===== src/rtl/serial_word_rx_if.sv =====
// serial_word_rx_if: received-word valid/ready channel
interface serial_word_rx_if #(parameter int WIDTH = 8);
   logic [WIDTH-1:0] out_data;
   logic             out_valid;
   logic             out_ready;
   modport master (output out_data, output out_valid, input out_ready);
   modport slave  (input out_data, input out_valid, output out_ready);
endinterface


===== src/rtl/serial_word_rx.sv =====
// serial_word_rx: inverted single-wire serial receiver, LSB-first frames to valid/ready words
// Optional even-parity bit after the data bits when SERIAL_WORD_RX_PARITY_EN is defined.
module serial_word_rx #(
   parameter int WIDTH = 8
) (
   input  logic             clk,
   input  logic             rst,
   input  logic             rx_n,
   serial_word_rx_if.master word,
   output logic             overrun,
   output logic             par_err
);
   localparam int CW = $clog2(WIDTH + 1);
`ifdef SERIAL_WORD_RX_PARITY_EN
   typedef enum logic [1:0] {IDLE, DATA, PARITY} state_t;
`else
   typedef enum logic {IDLE, DATA} state_t;
`endif
   state_t           state_q, state_d;
   logic [CW-1:0]    cnt_q, cnt_d;
   logic [WIDTH-1:0] shift_q, shift_d;
   logic [WIDTH-1:0] data_q, data_d;
   logic             valid_q, valid_d;
   logic             ovr_q, ovr_d;
   logic             done, load;
   logic             b;
`ifdef SERIAL_WORD_RX_PARITY_EN
   logic             bad;
   logic             perr_q;
`endif
   assign b = ~rx_n;
   always_comb begin
      state_d = state_q;
      cnt_d   = cnt_q;
      shift_d = shift_q;
      done    = 1'b0;
`ifdef SERIAL_WORD_RX_PARITY_EN
      bad     = 1'b0;
`endif
      case (state_q)
         IDLE: begin
            state_d = b ? DATA : IDLE;
            cnt_d   = '0;
         end
         DATA: begin
            // right shift so the first (LSB) bit lands in bit 0 after WIDTH bits
            shift_d = WIDTH'({b, shift_q} >> 1);
            cnt_d   = cnt_q + 1'b1;
            if (cnt_q == CW'(WIDTH - 1)) begin
`ifdef SERIAL_WORD_RX_PARITY_EN
               state_d = PARITY;
`else
               state_d = IDLE;
               done    = 1'b1;
`endif
            end
         end
`ifdef SERIAL_WORD_RX_PARITY_EN
         PARITY: begin
            state_d = IDLE;
            bad     = ^{shift_q, b};
            done    = ~bad;
         end
`endif
         default: state_d = IDLE;
      endcase
   end
   // a completed word is taken only if the output slot is free or emptying this cycle
   assign load    = done & (~valid_q | word.out_ready);
   assign data_d  = load ? shift_d : data_q;
   assign valid_d = load | (valid_q & ~word.out_ready);
   assign ovr_d   = ovr_q | (done & valid_q & ~word.out_ready);
   always_ff @(posedge clk) begin
      if (rst) begin
         state_q <= IDLE;
         cnt_q   <= '0;
         shift_q <= '0;
         data_q  <= '0;
         valid_q <= 1'b0;
         ovr_q   <= 1'b0;
      end else begin
         state_q <= state_d;
         cnt_q   <= cnt_d;
         shift_q <= shift_d;
         data_q  <= data_d;
         valid_q <= valid_d;
         ovr_q   <= ovr_d;
      end
   end
`ifdef SERIAL_WORD_RX_PARITY_EN
   always_ff @(posedge clk) perr_q <= rst ? 1'b0 : bad;
   assign par_err = perr_q;
`else
   assign par_err = 1'b0;
`endif
   assign word.out_data  = data_q;
   assign word.out_valid = valid_q;
   assign overrun        = ovr_q;
endmodule


===== src/flat_wrapper.sv =====
// flat-port wrapper written by rule: the top's interface ports become plain ports
module serial_word_rx_flat 
#(
   parameter int WIDTH = 8
)
  (clk, rst, rx_n, overrun, par_err, word_out_data, word_out_valid, word_out_ready);
  serial_word_rx_if #(.WIDTH(WIDTH)) word_i ();
  input  logic clk;
  input  logic rst;
  input  logic rx_n;
  output logic overrun;
  output logic par_err;
  output wire logic [$bits(word_i.out_data)-1:0] word_out_data;
  output wire logic [$bits(word_i.out_valid)-1:0] word_out_valid;
  input wire logic [$bits(word_i.out_ready)-1:0] word_out_ready;
  assign word_out_data = word_i.out_data;
  assign word_out_valid = word_i.out_valid;
  assign word_i.out_ready = word_out_ready;
  serial_word_rx #(.WIDTH(WIDTH)) u_core (.clk(clk), .rst(rst), .rx_n(rx_n), .word(word_i), .overrun(overrun), .par_err(par_err));
endmodule

===== config.mk =====
export PLATFORM = sky130hd
export DESIGN_NAME = serial_word_rx_flat
export DESIGN_NICKNAME = d
export VERILOG_FILES = /design/src/rtl/serial_word_rx_if.sv /design/src/rtl/serial_word_rx.sv /design/src/flat_wrapper.sv
export SDC_FILE = /design/constraint.sdc
export NUM_CORES = 1
export LEC_CHECK = 0
export BUFFER_PORTS_ARGS = -buffer_cell sky130_fd_sc_hd__buf_2
export CAP_MARGIN = 40
export CORE_UTILIZATION = 56
export DETAILED_ROUTE_END_ITERATION = 7
export PLACE_DENSITY = 0.77
export RECOVER_POWER = 25
export SYNTH_ARGS = -nofsm -noshare
export SYNTH_HDL_FRONTEND = slang
export SYNTH_SLANG_ARGS = --single-unit

===== constraint.sdc =====
create_clock -name clk -period 4.6 [get_ports clk]
set_input_delay 0.23 -clock clk [delete_from_list [all_inputs] [get_ports clk]]
set_output_delay 0.23 -clock clk [all_outputs]
set_load 0.02 [all_outputs]

==> results of run 1 <==
## layout by cell type (no fill, tap or decap)
cell type and instances:
ha_1 1, xnor2_1 1, nand2b_1 1, dfxtp_1 23, xor2_1 1, and2b_2 1
mux2_4 8, and4b_4 1, mux2i_1 7, conb_1 1, a21oi_1 1, clkbuf_1 9
nor2_1 15, buf_2 5, clkbuf_4 3, nor3_1 1, nor2b_4 1, nand3_1 1
nor2b_1 9, a211oi_1 1, inv_1 1
## per-layer routing
layer	vias to the layer above	part of all wire, %
met5	-	0
met4	0	1.9
met3	4	3.0
met2	9	46
met1	250	49
li1	285	-
## flip-flops by register name, indices dropped and copies added, names as in the netlist
| register | cells |
|---|---|
| u_core.cnt_q | 4 |
| u_core.word.out_valid | 1 |
| u_core.state_q | 1 |
| u_core.overrun | 1 |
| u_core.word.out_data | 8 |
| u_core.shift_q | 8 |
## logic make-up (layout without fill, tap and decap cells)
group	after synthesis	in the layout
AOI/OAI and AO/OA	2	2
xor gates and xnor gates	2	2
adders and majority gates	1	1
buffers and inverters	6	18
DFF	23	23
muxes	15	15
other	1	1
and+or+nand+nor	30	30
## worst max path at each step
stage	start	end	slack [ps]	cells past startpoint
2_1_floorplan	u_core.cnt_q[0]	u_core.word.out_data[0]	3160	5
3_3_place_gp	u_core.state_q	u_core.word.out_data[4]	2870	3
3_5_place_dp	u_core.state_q	u_core.word.out_data[2]	2840	3
4_1_cts	u_core.state_q	u_core.word.out_data[2]	2810	3
5_1_grt	u_core.state_q	u_core.word.out_data[1]	2740	3
6_report	u_core.state_q	u_core.word.out_data[2]	2810	3
## power by group through the flow
| stage | Combinational, mW | Clock, mW | Sequential [mW] |
|---|---|---|---|
| global placement | 0.0101 | 0 | 0.210 |
| global route | 0.0116 | 0.102 | 0.206 |
| detailed placement | 0.0104 | 0 | 0.210 |
| CTS | 0.0104 | 0.0934 | 0.205 |
| finish | 0.0104 | 0.0887 | 0.205 |
| floorplan | 0.0113 | 0 | 0.207 |
## cell type report
cell class / count / area, sq um
Timing Repair Buffer: 13 / 55.1
Sequential cell: 23 / 460
Clock buffer: 4 / 26.3
Multi-Input combinational cell: 51 / 402
Tap cell: 16 / 20.0
Fill cell: 127 / 539
Inverter: 1 / 3.75
## worst max-delay path: cells and delay by family, from the launching register on
| family | cells | cell delay (ps) |
|---|---|---|
| muxes | 1 | 340 |
| DFF | 1 | 660 |
| and+or+nand+nor | 2 | 690 |
==> results.yml, run 1 <==
logic_synthesis:
  synth_top_area_share_pct: 50.7
  ys_seq_area_share_pct: 50.7
  synthesis.area_sq_um: 908
  avgSynthCellArea_sq_um: 11.4
  yosys.area_share.adder_pct: 1.38
  synth_area_leader_cell: "dfxtp_1"
  synth.distinct_cells: 21
  synthSimpleGateAreaFrac_pct: 18.2
  synth_edf_count: 0
  synthesis.instances: 80
  synth_mux_area_share_pct: 20.9
  yosys_warnings: 0
  synth_common_cells: "dfxtp_1, nor2_1, nor2b_1, mux2_4, mux2i_1"
  synth_top_family_by_area: "multiplexers"
  synth-async-reset-ratio_pct: 0
  synth_most_common_cell: "dfxtp_1"
  synth_xor_area_share_pct: 1.93
  ys_ff_latch: 23
  syn-num-nets: 85
  synth-main-ff-cell: "dfxtp_1"
  synth_compound_gate_area_share_pct: 1.38
  synth_area_leaders: "dfxtp_1, mux2_4, mux2i_1"
global_routing:
  grt_pass1_wl_mm: 2.26
  grt_max_degree: 21
  overflow: 0
  grt_pass1_vias: 509
  grt_usage_pct: 17.1
  grtUsageMet1_pct: 22.3
  busiest_layer: "met2"
  met2_usage_pct: 25.2
  antenna_found_initial: 0
  use_met3_pct: 2.59
clock_tree:
  post-cts-setup-buffer-count: 0
  cts.sinks: 23
  cts_max_level: 1
  clk_pin_slew_worst_paths_ps: 110
  cts.repair.resized: 0
  numCtsBuffers: 3
  clockBufferDepth: 2
  clk_latency_ps: 300
  cts_tree: "built"
  cts-root-buf: "clkbuf_4"
  postCtsHoldBufs: 0
detailed_routing:
  drt_pass1_iterations: 4
  vias: 548
  wl_per_cell_um: 11.8
  drtAntennaViolNets: 0
  via_per_inst: 5.07
  drt-total-wl_mm: 1.27
  initialDrtViolationCount: 15
  remaining_drc_errors: 0
timing:
  tns_ps: 0
  hold_violations: 0
  setup_slack_ps: 2810
  rsz0062_at_grt: "no"
  fmaxAchievable_mhz: 560
  max_slew.worst_pin.slew_ps: 510
  slew_headroom_pct: 65.9
  whs_ps: 135
  setup_violations: 0
  layout_min_cycle_time_ps: 1790
  timing.final.max_slew_violations: 0
  period_share_pct: 38.8
  skew_ps: 4.78
power:
  finalPower_mw: 0.305
  power_density_nw_per_um2: 315
  switching_power_mw: 0.0645
  seq_power_share_pct: 67.5
  p_leak_nw: 0.394
  p_int_mw: 0.240
  switching_share_pct: 21.2
  vdd_drop_max_v: 0.000206
  clockPowerShare_pct: 29.1
  combPwrFrac_pct: 3.4
critical_path:
  rr_startpoint: "u_core.state_q"
  crit_type: "reg2reg"
  crit_chain: "and4b_4, nor2b_4, mux2_4"
  arrival_ps: 1990
  slowest_delay_ps: 660
  crit_slowest_cell: "dfxtp_1"
  r2r_cells: 3
  rrSetupSlack_ps: 2810
  worstPathRequired_ps: 4800
  crit_path_end_kind: "register"
  reg2reg_to: "u_core.word.out_data[2]"
  crit_path_start_kind: "register"
  critPathMaxFanout: 12
layout:
  syn_to_final_growth_pct: 6.47
  final_cells: 108
  antenna_cells: 0
  stdcell_area_sq_um: 967
  final_core_util_pct: 64.2
  nets: 98
  drive_above_1_share_pct: 20.7
floorplan:
  die-area_sq_um: 1790
  die_width_um: 42.3
  ioPinCount: 15
  core_area_sq_um: 1510
  fp.dieH_um: 42.3
  start_util_pct: 60.3
  rows: 14
job:
  cap_violations: 0
hold_path:
  hp-class: "in2reg"
  hold_start: "rx_n"
  worstHoldPathCells: 2
  holdPathEnd: "u_core.shift_q[7]"
placement:
  pre_cts_slack_ps: 2840
  io_buffers: 13
  gp_congestion: 0.675
  placedCellCount: 104
  hpwl_um: 883
  post_dp_cell_area_sq_um: 951
status:
  outcome: "finished clean"
(Power assumes the default switching activity.)
==> run 2: changes to the inputs <==
ABC_AREA = 1   (was not set)
CORE_UTILIZATION = 53   (was 56)
PLACE_DENSITY = 0.73   (was 0.77)
clock period = 1.7 ns   (was 4.6 ns; I/O delays follow)
==> results.yml, run 2 <==
timing:
  whs_ps: 88.0
  hold_violations: 0
  skew_ps: 2.42
  period_share_pct: 74.8
  timing.final.max_slew_violations: 0
  setup_violations: 0
  fmaxAchievable_mhz: 786
  rsz0062_at_grt: "no"
  tns_ps: 0
  layout_min_cycle_time_ps: 1270
  setup_slack_ps: 428
logic_synthesis:
  synth_top_area_share_pct: 46.5
  syn-num-nets: 147
  synth_common_cells: "nand2_1, inv_1, dfxtp_1, nor2_1, nand3_1"
  yosys_warnings: 0
  synthesis.instances: 142
  ys_seq_area_share_pct: 46.5
  synth.distinct_cells: 22
  synth-async-reset-ratio_pct: 0
  synth_area_leaders: "dfxtp_1, nand2_1, inv_1"
  ys_ff_latch: 23
  synthesis.area_sq_um: 991
  synth_area_leader_cell: "dfxtp_1"
  synth_most_common_cell: "nand2_1"
  synth_edf_count: 0
  synth-main-ff-cell: "dfxtp_1"
  avgSynthCellArea_sq_um: 6.98
floorplan:
  fp.dieH_um: 45.2
  rows: 15
  die_width_um: 45.2
  ioPinCount: 15
  core_area_sq_um: 1750
  start_util_pct: 56.8
  die-area_sq_um: 2050
hold_path:
  worstHoldPathCells: 2
  hp-class: "in2reg"
clock_tree:
  cts_max_level: 1
  clk_pin_slew_worst_paths_ps: 120
  cts_tree: "built"
  cts.sinks: 23
  clk_latency_ps: 310
  post-cts-setup-buffer-count: 0
  clockBufferDepth: 2
  numCtsBuffers: 3
  cts-root-buf: "clkbuf_4"
global_routing:
  grt_pass1_wl_mm: 2.90
  grt_pass1_vias: 647
  grt_max_degree: 13
  grt_usage_pct: 20.1
  antenna_found_initial: 0
  overflow: 0
layout:
  final_common_cell: "nand2_1"
  final_cell_mix: "nand2_1, inv_1, dfxtp_1, nor2_1, nand3_1"
  nets: 162
  syn_to_final_growth_pct: 9.85
  drive_above_1_share_pct: 10.3
  fillers: 174
  antenna_cells: 0
  final_cells: 181
detailed_routing:
  initialDrtViolationCount: 27
  via_per_inst: 4.43
  wl_per_cell_um: 9.43
  drt-total-wl_mm: 1.71
  remaining_drc_errors: 0
  vias: 802
  drt_pass1_iterations: 4
  drtAntennaViolNets: 0
critical_path:
  crit_type: "reg2reg"
  crit_slowest_cell: "dfxtp_1"
  crit_chain: "inv_2, nor2_4, nand3_4, nand2_1, inv_1, nor2_1"
  crit_family: "flip-flops"
  r2r_cells: 6
  critical_path_depth: 6
  critPathMaxFanout: 12
  crit_buf_inv: 2
  slowest_delay_ps: 570
  arrival_ps: 1530
  crit_path_end_kind: "register"
  crit_path_start_kind: "register"
  worstPathRequired_ps: 1960
placement:
  placedCellCount: 176
  gp_congestion: 0.810
  hpwl_mm: 1.27
  pre_cts_slack_ps: 450
  io_buffers: 13
power:
  p_leak_nw: 0.519
  power_density_nw_per_um2: 824
  vdd_drop_max_v: 0.000510
job:
  cap_violations: 0
status:
  outcome: "finished clean"
run 2: final cells by class:
type                       instances  area [sq um]  area share (%)
timing repair buffer              14          66.3            6.09
multi-input combinational         83           384            35.3
sequential                        23           460            42.3
tap                               25          31.3            2.87
inverter                          32           120            11.0
clock buffer                       4          26.3            2.41
run 2: report_power, final:
| part | internal, mW | switching (mW) | total, mW |
|---|---|---|---|
| Sequential | 0.557 | 0.0100 | 0.567 |
| Combinational | 0.0265 | 0.0561 | 0.0826 |
| Clock | 0.0917 | 0.156 | 0.248 |
| Total | 0.675 | 0.222 | 0.897 |
run 2: through the flow:
stage / utilization (%) / cell area (sq um) / power (mW)
floorplan: - / 991 / 0.643
global placement: 60.9 / 1060 / 0.657
detailed placement: 60.9 / 1060 / 0.659
CTS: 63.0 / 1100 / 0.907
global route: 62.4 / 1090 / 0.941
finish: 62.4 / 1090 / 0.897
run 2: kinds of logic (layout without fill, tap and decap cells):
group | Yosys count | count (layout) | synth area share, %
other cells | 1 | 1 | 0.378
simple gates | 75 | 75 | 33.5
buf+inv | 36 | 50 | 14.5
flops | 23 | 23 | 46.5
fa+ha+maj | 1 | 1 | 1.26
compound gates | 6 | 6 | 3.91
run 2: what timing repair did:
item	CTS	global route
resized for setup	0	0
hold endpoints to repair	1	0
hold buffers	1	0
run 2: per-layer routing:
layer | global-route usage [%] | share of wire, %
met2 | 27.5 | 41
met5 | 0 | 0
met4 | 10.9 | 2.3
met1 | 28.7 | 52
met3 | 4.80 | 4.0
run 2: path summary, 6_finish.rpt:
path                                startpoint                       to  slack [ps]
worst max-delay path            u_core.state_q  u_core.word.out_data[5]         430
worst min-delay path                       rst           u_core.overrun          90
worst max register to register  u_core.state_q  u_core.word.out_data[5]         430
worst min register to register  u_core.overrun           u_core.overrun         460
